`src/rtl/maze_player_controller.sv`:
```
// Purpose: tracks the player cell on the 10x15 maze, blocks moves through walls/edges, counts moves, detects the exit.
// Latency: a move request is evaluated on the edge it is seen; position/count/bump/won change right after that edge.
// Backpressure: none; gen_busy restarts the game. Option MAZE_PLAYER_NOCLIP_EN ignores wall bits (only grid edges block).
module maze_player_controller #(
  parameter int unsigned REPEAT_DELAY  = 12500000,
  parameter int unsigned REPEAT_PERIOD = 2500000,
  parameter int unsigned EXIT_X        = 9,
  parameter int unsigned EXIT_Y        = 14
) (
  input  logic         clk,
  input  logic         rst,
  input  logic [159:0] h_walls,
  input  logic [164:0] v_walls,
  input  logic         gen_busy,
  input  logic [3:0]   btn,
  output logic [3:0]   player_x,
  output logic [3:0]   player_y,
  output logic [9:0]   move_count,
  output logic         bump,
  output logic         won
);

  typedef enum logic [1:0] {WAIT_GEN, PLAY, WON} state_t;

  state_t      state, state_nxt;
  logic        armed, armed_nxt;
  logic [3:0]  btn_prev;
  logic [31:0] rpt_cnt, rpt_cnt_nxt;
  logic        rpt_on, rpt_on_nxt;     // first auto-repeat of this hold has fired
  logic [3:0]  x_nxt, y_nxt;
  logic [9:0]  cnt_nxt;
  logic        bump_nxt;

  logic        one_hot, held, rpt_fire, move_req, blocked;
  logic [3:0]  tx, ty;
  logic [7:0]  idx_up, idx_dn, idx_lf, idx_rt;
  logic        wall_up, wall_dn, wall_lf, wall_rt;

  assign won = (state == WON);

  // Auto-repeat: counter runs only while the same single button stays held.
  always_comb begin
    one_hot     = $onehot(btn);
    held        = one_hot && (btn == btn_prev);
    rpt_fire    = held && (rpt_cnt == (rpt_on ? (REPEAT_PERIOD - 1) : (REPEAT_DELAY - 1)));
    move_req    = one_hot && ((btn_prev == 4'd0) || rpt_fire);
    rpt_cnt_nxt = 32'd0;
    rpt_on_nxt  = 1'b0;
    if (rpt_fire) begin
      rpt_on_nxt = 1'b1;
    end else if (held) begin
      rpt_cnt_nxt = rpt_cnt + 32'd1;
      rpt_on_nxt  = rpt_on;
    end
  end

  // Wall lookup for the four neighbours of the current cell; indices need 8 bits (max 164).
  always_comb begin
    idx_up = ({4'd0, player_y} * 8'd10) + {4'd0, player_x};
    idx_dn = idx_up + 8'd10;
    idx_lf = ({4'd0, player_y} * 8'd11) + {4'd0, player_x};
    idx_rt = idx_lf + 8'd1;
`ifdef MAZE_PLAYER_NOCLIP_EN
    wall_up = 1'b0;
    wall_dn = 1'b0;
    wall_lf = 1'b0;
    wall_rt = 1'b0;
`else
    wall_up = h_walls[idx_up];
    wall_dn = h_walls[idx_dn];
    wall_lf = v_walls[idx_lf];
    wall_rt = v_walls[idx_rt];
`endif
  end

  // Target cell and blocked flag for the requested direction.
  always_comb begin
    tx      = player_x;
    ty      = player_y;
    blocked = 1'b1;
    unique case (btn)
      4'b0001: begin blocked = (player_y == 4'd0)  || wall_up; ty = player_y - 4'd1; end
      4'b0010: begin blocked = (player_x == 4'd9)  || wall_rt; tx = player_x + 4'd1; end
      4'b0100: begin blocked = (player_y == 4'd14) || wall_dn; ty = player_y + 4'd1; end
      4'b1000: begin blocked = (player_x == 4'd0)  || wall_lf; tx = player_x - 4'd1; end
      default: ;
    endcase
  end

  // Next-state and next-output logic; a generator restart overrides everything.
  always_comb begin
    state_nxt = state;
    armed_nxt = armed;
    x_nxt     = player_x;
    y_nxt     = player_y;
    cnt_nxt   = move_count;
    bump_nxt  = 1'b0;
    case (state)
      WAIT_GEN: begin
        if (gen_busy) armed_nxt = 1'b1;
        if (armed && !gen_busy) state_nxt = PLAY;
      end
      PLAY: begin
        if (move_req) begin
          if (blocked) begin
            bump_nxt = 1'b1;
          end else begin
            x_nxt = tx;
            y_nxt = ty;
            if (move_count != 10'd1023) cnt_nxt = move_count + 10'd1;
            if (tx == 4'(EXIT_X) && ty == 4'(EXIT_Y)) state_nxt = WON;
          end
        end
      end
      WON: ;
      default: state_nxt = WAIT_GEN;
    endcase
    if (gen_busy && state != WAIT_GEN) begin
      state_nxt = WAIT_GEN;
      armed_nxt = 1'b1;
      x_nxt     = 4'd0;
      y_nxt     = 4'd0;
      cnt_nxt   = 10'd0;
      bump_nxt  = 1'b0;
    end
  end

  // State, position, counters and button history registers.
  always_ff @(posedge clk or posedge rst) begin
    if (rst) begin
      state      <= WAIT_GEN;
      armed      <= 1'b0;
      player_x   <= 4'd0;
      player_y   <= 4'd0;
      move_count <= 10'd0;
      bump       <= 1'b0;
      btn_prev   <= 4'd0;
      rpt_cnt    <= 32'd0;
      rpt_on     <= 1'b0;
    end else begin
      state      <= state_nxt;
      armed      <= armed_nxt;
      player_x   <= x_nxt;
      player_y   <= y_nxt;
      move_count <= cnt_nxt;
      bump       <= bump_nxt;
      btn_prev   <= btn;
      rpt_cnt    <= rpt_cnt_nxt;
      rpt_on     <= rpt_on_nxt;
    end
  end

endmodule

```
`config.mk`:
```
export PLATFORM = sky130hd
export DESIGN_NAME = maze_player_controller
export DESIGN_NICKNAME = d
export VERILOG_FILES = /design/src/rtl/maze_player_controller.sv
export SDC_FILE = /design/constraint.sdc
export NUM_CORES = 1
export LEC_CHECK = 0
export CAP_MARGIN = 10
export CORE_MARGIN = 1.5
export CORE_UTILIZATION = 51
export DETAILED_ROUTE_END_ITERATION = 10
export PLACE_DENSITY = 0.88
export SYNTH_ARGS = -nofsm -noshare
export SYNTH_HDL_FRONTEND = slang
export SYNTH_SLANG_ARGS = --single-unit
```
`constraint.sdc`:
```
create_clock -name clk -period 9.05 [get_ports clk]
set_clock_uncertainty 0.2 [all_clocks]
set_input_delay 2.715 -clock clk [delete_from_list [all_inputs] [get_ports clk]]
set_output_delay 2.715 -clock clk [all_outputs]
set_load 0.01 [all_outputs]
```
==> results.md <==
- Outcome: complete, no violations
- TNS Setup: 0 ns
- Vias: 9871
- CTS sink count: 59
- Storage cell area: 1480 sq um
- Inst Count DP: 1444
- CP required: a little over 9 ns
- CTS tree: done
- Nets: 1567
- Initial antenna violation count: 0
- Synth Area per Inst: 11.4 sq um
- Post-CTS Setup Bufs: 0
- Cells after synthesis: 880
- CP max FO: 13
- Worst Hold Depth: 1
- Initial DRC count: 871
- Critical path type: in -> reg
- Most common cell after layout, fill and taps aside: clkdlybuf4s50_1
- Mapped cell area: 10000 sq um
- Worst setup EP type: register
- Drt wl/cell: 23.6 um
- Final Cycle Share: 73.2%
- Worst r2r src: player_y[0]$_DFFE_PP0P_
- Fillers: 1358
- CTS H-tree lvls: 3
- Pins Over Slew Limit: 0
- Rows: 51
- DRT Pass-1 Iters: 5
- CTS clk-pin slew, worst paths: about 0.06 ns
- Core Box Area: 19400 sq um
- DIE HEIGHT: around 140 um
- Worst setup startpoint: btn[3]
- Startpoint Class: primary input
- Max VDD drop: 76.8 uV
- Congestion Overflow GR: 0
- Final Hold Viols: 0
- Vias in the first global route: 10223
- CTS Buf Count: 9
- Dpl hpwl: approximately 28000 um
- DR vias/cell: 6.75
- Pwr Total: 0.000934 W
- Ys flop type: dfrtp_1
- Cells resized by post-CTS repair: 0
- Worst-Margin Slew: 1.12 ns
- Synth warn: 0
- Die Width: 143 um
- Final Critical Period: ~6.6 ns
- Fmax: approximately 150 MHz
- Area of the multi-input gates: between 8000 and 9000 sq um
- Buffers on Ports: 351
- Hold/Removal Path Class: reg -> reg
- Distinct cell type count of the synthesized netlist: 77
- Area of the die: just over 20000 sq um
- Global Route Usage Sum: 33.5%
- Synth Register Bits: around 60
- Area growth from synthesis to layout: 40.1%
- Leak: 4.95 nW
- Non-filler cells in the finished layout: roughly 1500
- Final GP Congestion: 0.931
- DRT antenna net count: 0
- WL final: 34500 um
- First-pass GRT wire length: approximately 53000 um
- PwrDens: 66.4 nW/um^2
- Most frequent cells in the layout: clkdlybuf4s50_1 (351), mux4_2 (178), nor2_1 (73)
- Max_slew headroom: 25.1%
- RSZ-0062 raised after global routing: no
- Starting Density: between 50 and 60%
- Seq/Total Area, Yosys: between 10 and 15%
- Root Buffer Master: clkbuf_16
- Syn Nets: 1256
- EDFF count, synth: 0
- # IOs: 352
- Hold Startpoint: rpt_cnt[0]$_DFF_PP0_
- Hold Buf Count CTS: 0
- Clk_lat worst skew: about 0.33 ns
- Largest net degree at the start of global routing: 63
- Clock tree buffer depth: 2
- Ys async rst share: 100%
- Total of max-cap violations: 0
- R2R depth: 16
- Final setup vio count: 0
- Crit path DAT: 6.64 ns
- DRC errors left: 0
- Final Util: 72.5%
- Share of cells above drive strength 1: 20.7%
## cell type report
class,count,share of cell area [%]
diodes,1,0.0178
clock inverters,4,0.516
clock buffers,12,1.82
multi-input cells,732,58.4
inverters,27,0.721
repair buffers,362,25.6
flip-flops and latches,59,10.5
well taps,265,2.36
## synthesized netlist by cell type, types with 5 or more instances
| cell type | count | area, sq um |
|---|---|---|
| mux4_2 | 178 | 4010 |
| nor2_1 | 73 | 274 |
| dfrtp_1 | 59 | 1480 |
| nand2_1 | 59 | 221 |
| ha_1 | 36 | 450 |
| mux2i_1 | 34 | 340 |
| xor2_1 | 32 | 280 |
| nand3_1 | 28 | 140 |
| inv_1 | 27 | 101 |
| clkbuf_1 | 26 | 97.6 |
| buf_2 | 25 | 125 |
| xnor2_1 | 21 | 184 |
| a21oi_1 | 20 | 100 |
| a31oi_1 | 16 | 100 |
| and3_1 | 15 | 93.8 |
| nand4_1 | 15 | 93.8 |
| o21ai_0 | 15 | 75.1 |
| mux2_2 | 13 | 146 |
| and4_1 | 12 | 105 |
| nor3_1 | 12 | 60.1 |
| nand2b_1 | 11 | 68.8 |
| and2_1 | 10 | 62.6 |
| nor2b_1 | 10 | 62.6 |
| nor4_1 | 9 | 56.3 |
| fa_1 | 8 | 160 |
| mux4_1 | 8 | 210 |
| a211oi_1 | 7 | 52.6 |
| a31o_2 | 6 | 52.6 |
| buf_1 | 6 | 22.5 |
| nor3b_1 | 5 | 37.5 |
| o22ai_1 | 5 | 31.3 |
## routing by layer
layer | vias up | routed length (um) | track usage (%)
li1 | 4230 | - | -
met1 | 4889 | 12400 | 40.9
met2 | 630 | 17900 | 58.0
met3 | 122 | 2700 | 6.33
met4 | 0 | 1510 | 15.2
met5 | - | 0 | 0
## stage by stage
stage	instance area [sq um]	setup slack, ns	hold WS, ns
floorplan	10000	3.16	0.231
global placement	13700	2.29	0.249
detailed placement	13700	2.14	0.251
CTS	14000	2.47	0.304
global route	14100	2.01	0.323
finish	14100	2.42	0.300
## cell families after synthesis
logic type,after synthesis,share of synthesized area (%)
compound gates,117,8.36
xor+xnor,56,5.28
fa+ha+maj,44,6.08
buf+inv,89,3.98
flops,59,14.7
mux,234,47.0
simple gates,281,14.6
## report_power, final
group | switching (W) | internal (W)
Sequential | 0.00000123 | 0.000265
Combinational | 0.0000941 | 0.000200
Clock | 0.000118 | 0.000255
## worst max-delay path, stage by stage
cell and delay (ns):
clkdlybuf4s50_1 0.64, inv_1 0.12, fa_1 0.49, inv_1 0.04, ha_1 0.17, ha_1 0.27
nor3b_1 0.27, nand3_1 0.17, o21ai_0 0.18, nand3_1 0.14, nor2_1 0.66, nand2_2 0.14
nor3_4 0.31, mux2_4 0.33
## flip-flops by register name (all words and copies together), names as in the netlist
| signal | count |
|---|---|
| player_x | 4 |
| btn_prev | 4 |
| state | 2 |
| move_count | 10 |
| rpt_on | 1 |
| armed | 1 |
| player_y | 4 |
| bump | 1 |
| rpt_cnt | 32 |
## worst paths after layout
path	slack, ns	endpoint
worst max-delay path	2.42	player_x[0]$_DFFE_PP0P_
worst min-delay path	0.30	rpt_cnt[0]$_DFF_PP0_
worst max register to register	2.50	bump$_DFF_PP0_
worst min register to register	0.30	rpt_cnt[0]$_DFF_PP0_
max in group asynchronous	5.35	player_x[0]$_DFFE_PP0P_
min in group asynchronous	2.72	move_count[4]$_DFFE_PP0P_
Power figures use the tool's default switching activity.
==> patch 1, RTL diff (same flow settings) <==
Remove the register `bump`: a continuous assignment takes its place, so the output `bump` follows one clock earlier. Comments in the files are not updated.
--- a/src/rtl/maze_player_controller.sv
+++ b/src/rtl/maze_player_controller.sv
@@ -133,7 +133,6 @@
       player_x   <= 4'd0;
       player_y   <= 4'd0;
       move_count <= 10'd0;
-      bump       <= 1'b0;
       btn_prev   <= 4'd0;
       rpt_cnt    <= 32'd0;
       rpt_on     <= 1'b0;
@@ -143,12 +142,13 @@
       player_x   <= x_nxt;
       player_y   <= y_nxt;
       move_count <= cnt_nxt;
-      bump       <= bump_nxt;
       btn_prev   <= btn;
       rpt_cnt    <= rpt_cnt_nxt;
       rpt_on     <= rpt_on_nxt;
     end
   end
 
+  assign bump = bump_nxt;
+
 endmodule
 
Check against the original RTL: not equivalent (a bounded check fails within 4 cycles, from zero or initial values and one cycle with rst high).
==> patch 1 against the original RTL <==
Synthesized cell count up 1.7%; routed wire length down 1.0%; worst setup slack worse by 2.0 ns; sequential cell count down 1; die area down 0.75%; sequential share of layout area down 0.12 points; area after synthesis down 0.77%; cell area down 0.60%; power down 0.30%; worst hold slack worse by 0.028 ns; fmax down 23%; global-route usage up 0.35 points; non-clock buffer count up 11; critical path type is now in2out.
==> patch 1: results (changes against the original RTL) <==
| Metric | Value |
|---|---|
| Slowest cell delay on critical path | `0.50 ns (-0.16 ns)` |
| Gp weighted congestion | `0.939 (+0.85%)` |
| DP HPWL | `27,800 um (-0.62%)` |
| Status | `complete, no violations` |
| P_leak | `5.13 nW (+3.7%)` |
| Slowest CP cell | `mux4_2` |
| Port Buf Inserts | `351 (unchanged)` |
| Relative slew margins | `0.214 (-0.0371)` |
| Routed vias | `9,685 (-1.9%)` |
| Yosys Warn Count | `0 (unchanged)` |
| Area contributors post-synth | `mux4_2 38%, dfrtp_1 15%, mux2i_1 4.7%` |
| Overall Global Routing Usage | `0.339 (+0.00349)` |
| Fin nets | `1,592 (+1.6%)` |
| Cell count after synthesis | `895 (+1.7%)` |
| Peak supply drop | `0.000101 V (+32%)` |
| Placed Area | `0.0136 sq mm (-0.66%)` |
| Vias in the first global route | `10,300 (+1.2%)` |
| CP Max Fanout | `3 (-10)` |
| Global-route wire length before repair | `53,700 um (+1.0%)` |
| Clock-pin transition on the worst setup and hold timing paths | `0.05 ns` |
| Final Non-Filler Cells | `1,483 (+1.4%)` |
| DP Worst Slack | `0.0732 ns (-2.06 ns)` |
| Total CTS buffers | `9 (unchanged)` |
| Routed len/inst | `23.0 um (-2.4%)` |
| CTS Buffer Depth | `2 (unchanged)` |
| Layout cells sized above 1 | `0.205 (-0.00160)` |
| Fillers | `1,252 (-7.8%)` |
| Synth Net Count | `1,271 (+1.2%)` |
| Sequential share of the synthesized area | `0.146 (-0.00137)` |
| First drt pass iteration count | `4 (-1)` |
| 1st-iter DRT viols | `655 (-25%)` |
| Most instantiated cells after synthesis | `166 x mux4_2, 77 x nand2_1, 59 x nor2_1` |
| Initial antenna violation count | `2 (+2)` |
| Largest net degree at the start of global routing | `70 (+11%)` |
| Synth cell types | `86 (+12%)` |
| Sw frac | `0.225 (-0.00299)` |
| Min-Delay Path Class | `reg2reg` |
| Insertion delay to the later sink of the worst-skew pair | `0.32 ns` |
| Critical path arrival | `5.68 ns (-0.96 ns)` |
| Root Buffer | `clkbuf_16` |
[patch 1: changes by cell type after synthesis, sizes merged, moves of 8 or more]
cell	change
a221oi	+9
buf	+8
mux2i	+13
mux4	-17
inv	+14
a31oi	-10
nand2	+17
nor2	-12
nand3	+12
[patch 1: cells by family (layout without fill, tap and decap cells)]
group,Yosys count,count (layout),share of synthesized area
and+or+nand+nor,281,281,0.146
DFF,58,58,0.146
other,0,3,0
AOI/OAI and AO/OA,120,120,0.0920
buffers and inverters,104,429,0.0541
adders and majority gates,44,44,0.0613
muxes,225,225,0.441
xor gates and xnor gates,63,63,0.0598
[patch 1: power groups by stage]
stage | logic, W | clock network, W | registers, W
2_1_floorplan | 0.000102 | 0 | 0.000266
3_3_place_gp | 0.000281 | 0 | 0.000266
3_5_place_dp | 0.000292 | 0 | 0.000266
4_1_cts | 0.000294 | 0.000379 | 0.000262
5_1_grt | 0.000312 | 0.000394 | 0.000262
6_report | 0.000296 | 0.000374 | 0.000262
[patch 1: area by class of cell]
cell class / count / area (sq um) / area share
antenna: 3 / 7.51 / 0.000537
clock buffer: 13 / 270 / 0.0193
clock inverter: 2 / 60.1 / 0.00430
inverter: 41 / 154 / 0.0110
multi-input combinational: 733 / 8020 / 0.573
sequential: 58 / 1460 / 0.104
tap: 260 / 325 / 0.0233
timing repair buffer: 373 / 3690 / 0.264
[patch 1: worst max-delay path: cells and delay by family]
family / cells / cell delay, ns
AO/OA/AOI/OAI: 3 / 0.55
buffers and inverters: 2 / 0.64
multiplexers: 3 / 1.30
AND/OR/NAND/NOR: 3 / 0.48
[patch 1: final timing paths]
check                            startpoint            end  slack (ns)  cells after the start
max in group asynchronous               rst    player_x[0]        5.37                      3
worst min register to register        armed          armed        0.27                      1
worst max register to register  player_y[0]  move_count[0]        3.19                     16
min in group asynchronous               rst  move_count[3]        2.73                      3
worst min-delay path                  armed          armed        0.27                      1
worst max-delay path            h_walls[90]           bump        0.45                     11
[patch 1: per-layer routing]
metal / share of wire / GRT usage / vias up
met5: 0 / 0 / -
met4: 0.049 / 0.157 / 0
met3: 0.088 / 0.0694 / 114
met2: 0.52 / 0.615 / 563
met1: 0.34 / 0.381 / 4756
li1: - / - / 4252
[patch 1: stage by stage]
step / utilization / hold WS, ns
after floorplan: - / 0.238
after global placement: 0.719 / 0.257
after detailed placement: 0.719 / 0.259
after CTS: 0.736 / 0.277
after global routing: 0.737 / 0.289
final: 0.738 / 0.272
==> patch 2, RTL diff (same settings) <==
Without the edit above. The parameter `REPEAT_PERIOD` goes from 2500000 to 1875000.
--- a/src/rtl/maze_player_controller.sv
+++ b/src/rtl/maze_player_controller.sv
@@ -3,7 +3,7 @@
 // Backpressure: none; gen_busy restarts the game. Option MAZE_PLAYER_NOCLIP_EN ignores wall bits (only grid edges block).
 module maze_player_controller #(
   parameter int unsigned REPEAT_DELAY  = 12500000,
-  parameter int unsigned REPEAT_PERIOD = 2500000,
+  parameter int unsigned REPEAT_PERIOD = 1875000,
   parameter int unsigned EXIT_X        = 9,
   parameter int unsigned EXIT_Y        = 14
 ) (
Behaviour: no difference found for any inputs over 4 cycles, from zero or initial values and one cycle with rst high; that may be too few to reach the edited logic, so the function may still have changed.
==> patch 2 against the original RTL <==
Routed wire length grew 6.7%; cell area up 0.88%; sequential cell count unchanged; count of clock-buffer cells in the layout down 1; power down 3.9%; critical path depth grew 1; critical endpoint is now move_count[2]; critical path type is now reg2reg; non-clock buffer count increased by 1; largest power group unchanged; area after synthesis is 2.7% higher; worst setup slack worse by 0.051 ns; first-iteration DRC count up 10%.
==> patch 2: results (changes against the original RTL) <==
| Metric | Value |
|---|---|
| Overall Global Routing Usage | `0.350 (+0.0147)` |
| CP Max Fanout | `21 (+8)` |
| Peak supply drop | `0.0000608 V (-21%)` |
| 1st-iter DRT viols | `958 (+10%)` |
| Synth Net Count | `1,326 (+5.6%)` |
| # diodes | `0 (-1)` |
| Largest delay share family, worst path | `adder cells` |
| DP HPWL | `29,800 um (+6.5%)` |
| Critical path arrival | `6.70 ns (+0.06 ns)` |
| Fillers | `1,380 (+1.6%)` |
| Reg2Reg Depth | `15 (-1)` |
| Synth cell types | `85 (+10%)` |
| Worst setup path end | `move_count[2]` |
| Layout cells sized above 1 | `0.181 (-0.0254)` |
| Cell count after synthesis | `950 (+8.0%)` |
| Vias in the first global route | `10,800 (+5.6%)` |
| GRT met3 Usage | `0.0679 (+0.00461)` |
| Sequential share of the synthesized area | `0.143 (-0.00382)` |
| Met3 WL | `3280 um (+21%)` |
| Worst Max-Slew Pin Slew | `1.22 ns (+0.0984 ns)` |
| Routed vias | `10,400 (+5.0%)` |
| Most instantiated cells after synthesis | `169 x mux4_2, 72 x nand2_1, 70 x nor2_1` |
| Gp weighted congestion | `0.922 (-0.96%)` |
| Placed Cells | `1,513 (+4.8%)` |
| Fin nets | `1,635 (+4.3%)` |
| Status | `complete, no violations` |
## patch 2: changes by cell type after synthesis, moves of 9 or more
cell     delta
nand2_1    +13
mux4_2      -9
and4_1     -11
nor3_1     +13
mux2i_1     -9
nand3_1    +17
## patch 2: area by class of cell
type | count | area share
Clock inverter | 5 | 0.00370
Timing Repair Buffer | 363 | 0.254
Sequential cell | 59 | 0.104
Inverter | 31 | 0.00820
Clock buffer | 11 | 0.0171
Tap cell | 265 | 0.0234
Multi-Input combinational cell | 795 | 0.589
## patch 2: cells by family after synthesis
kind of cell | after synthesis | synth area share
xor+xnor | 60 | 0.0545
buf+inv | 96 | 0.0486
flops | 59 | 0.143
simple gates | 319 | 0.159
fa+ha+maj | 44 | 0.0592
mux | 208 | 0.418
compound gates | 164 | 0.118
## patch 2: worst min-delay path by stage
stage | startpoint | endpoint | slack, ns | cells past startpoint
3_3_place_gp | armed | armed | 0.26 | 1
4_1_cts | armed | armed | 0.28 | 1
3_5_place_dp | armed | armed | 0.26 | 1
2_1_floorplan | armed | armed | 0.23 | 1
6_report | armed | armed | 0.28 | 1
5_1_grt | armed | armed | 0.28 | 1
## patch 2: worst register-to-register path, cell delays in order, from the launching register on
cell	delay (ns)
dfrtp_1	0.63
ha_2	0.33
inv_1	0.06
fa_1	1.17
inv_1	0.29
ha_1	0.98
buf_4	0.44
mux4_2	0.35
a22o_1	0.23
a221oi_1	0.30
nor3_1	0.09
o211ai_1	0.23
a31o_2	0.28
nand3_1	0.34
o311a_1	0.46
a41o_1	0.20
## patch 2: per-stage QoR
stage	area (sq um)	setup WS [ns]	power [W]
floorplan	10300	3.05	0.000374
global placement	13900	2.41	0.000552
detailed placement	13900	2.26	0.000561
CTS	14200	2.56	0.000897
global route	14200	1.99	0.000927
finish	14200	2.37	0.000898
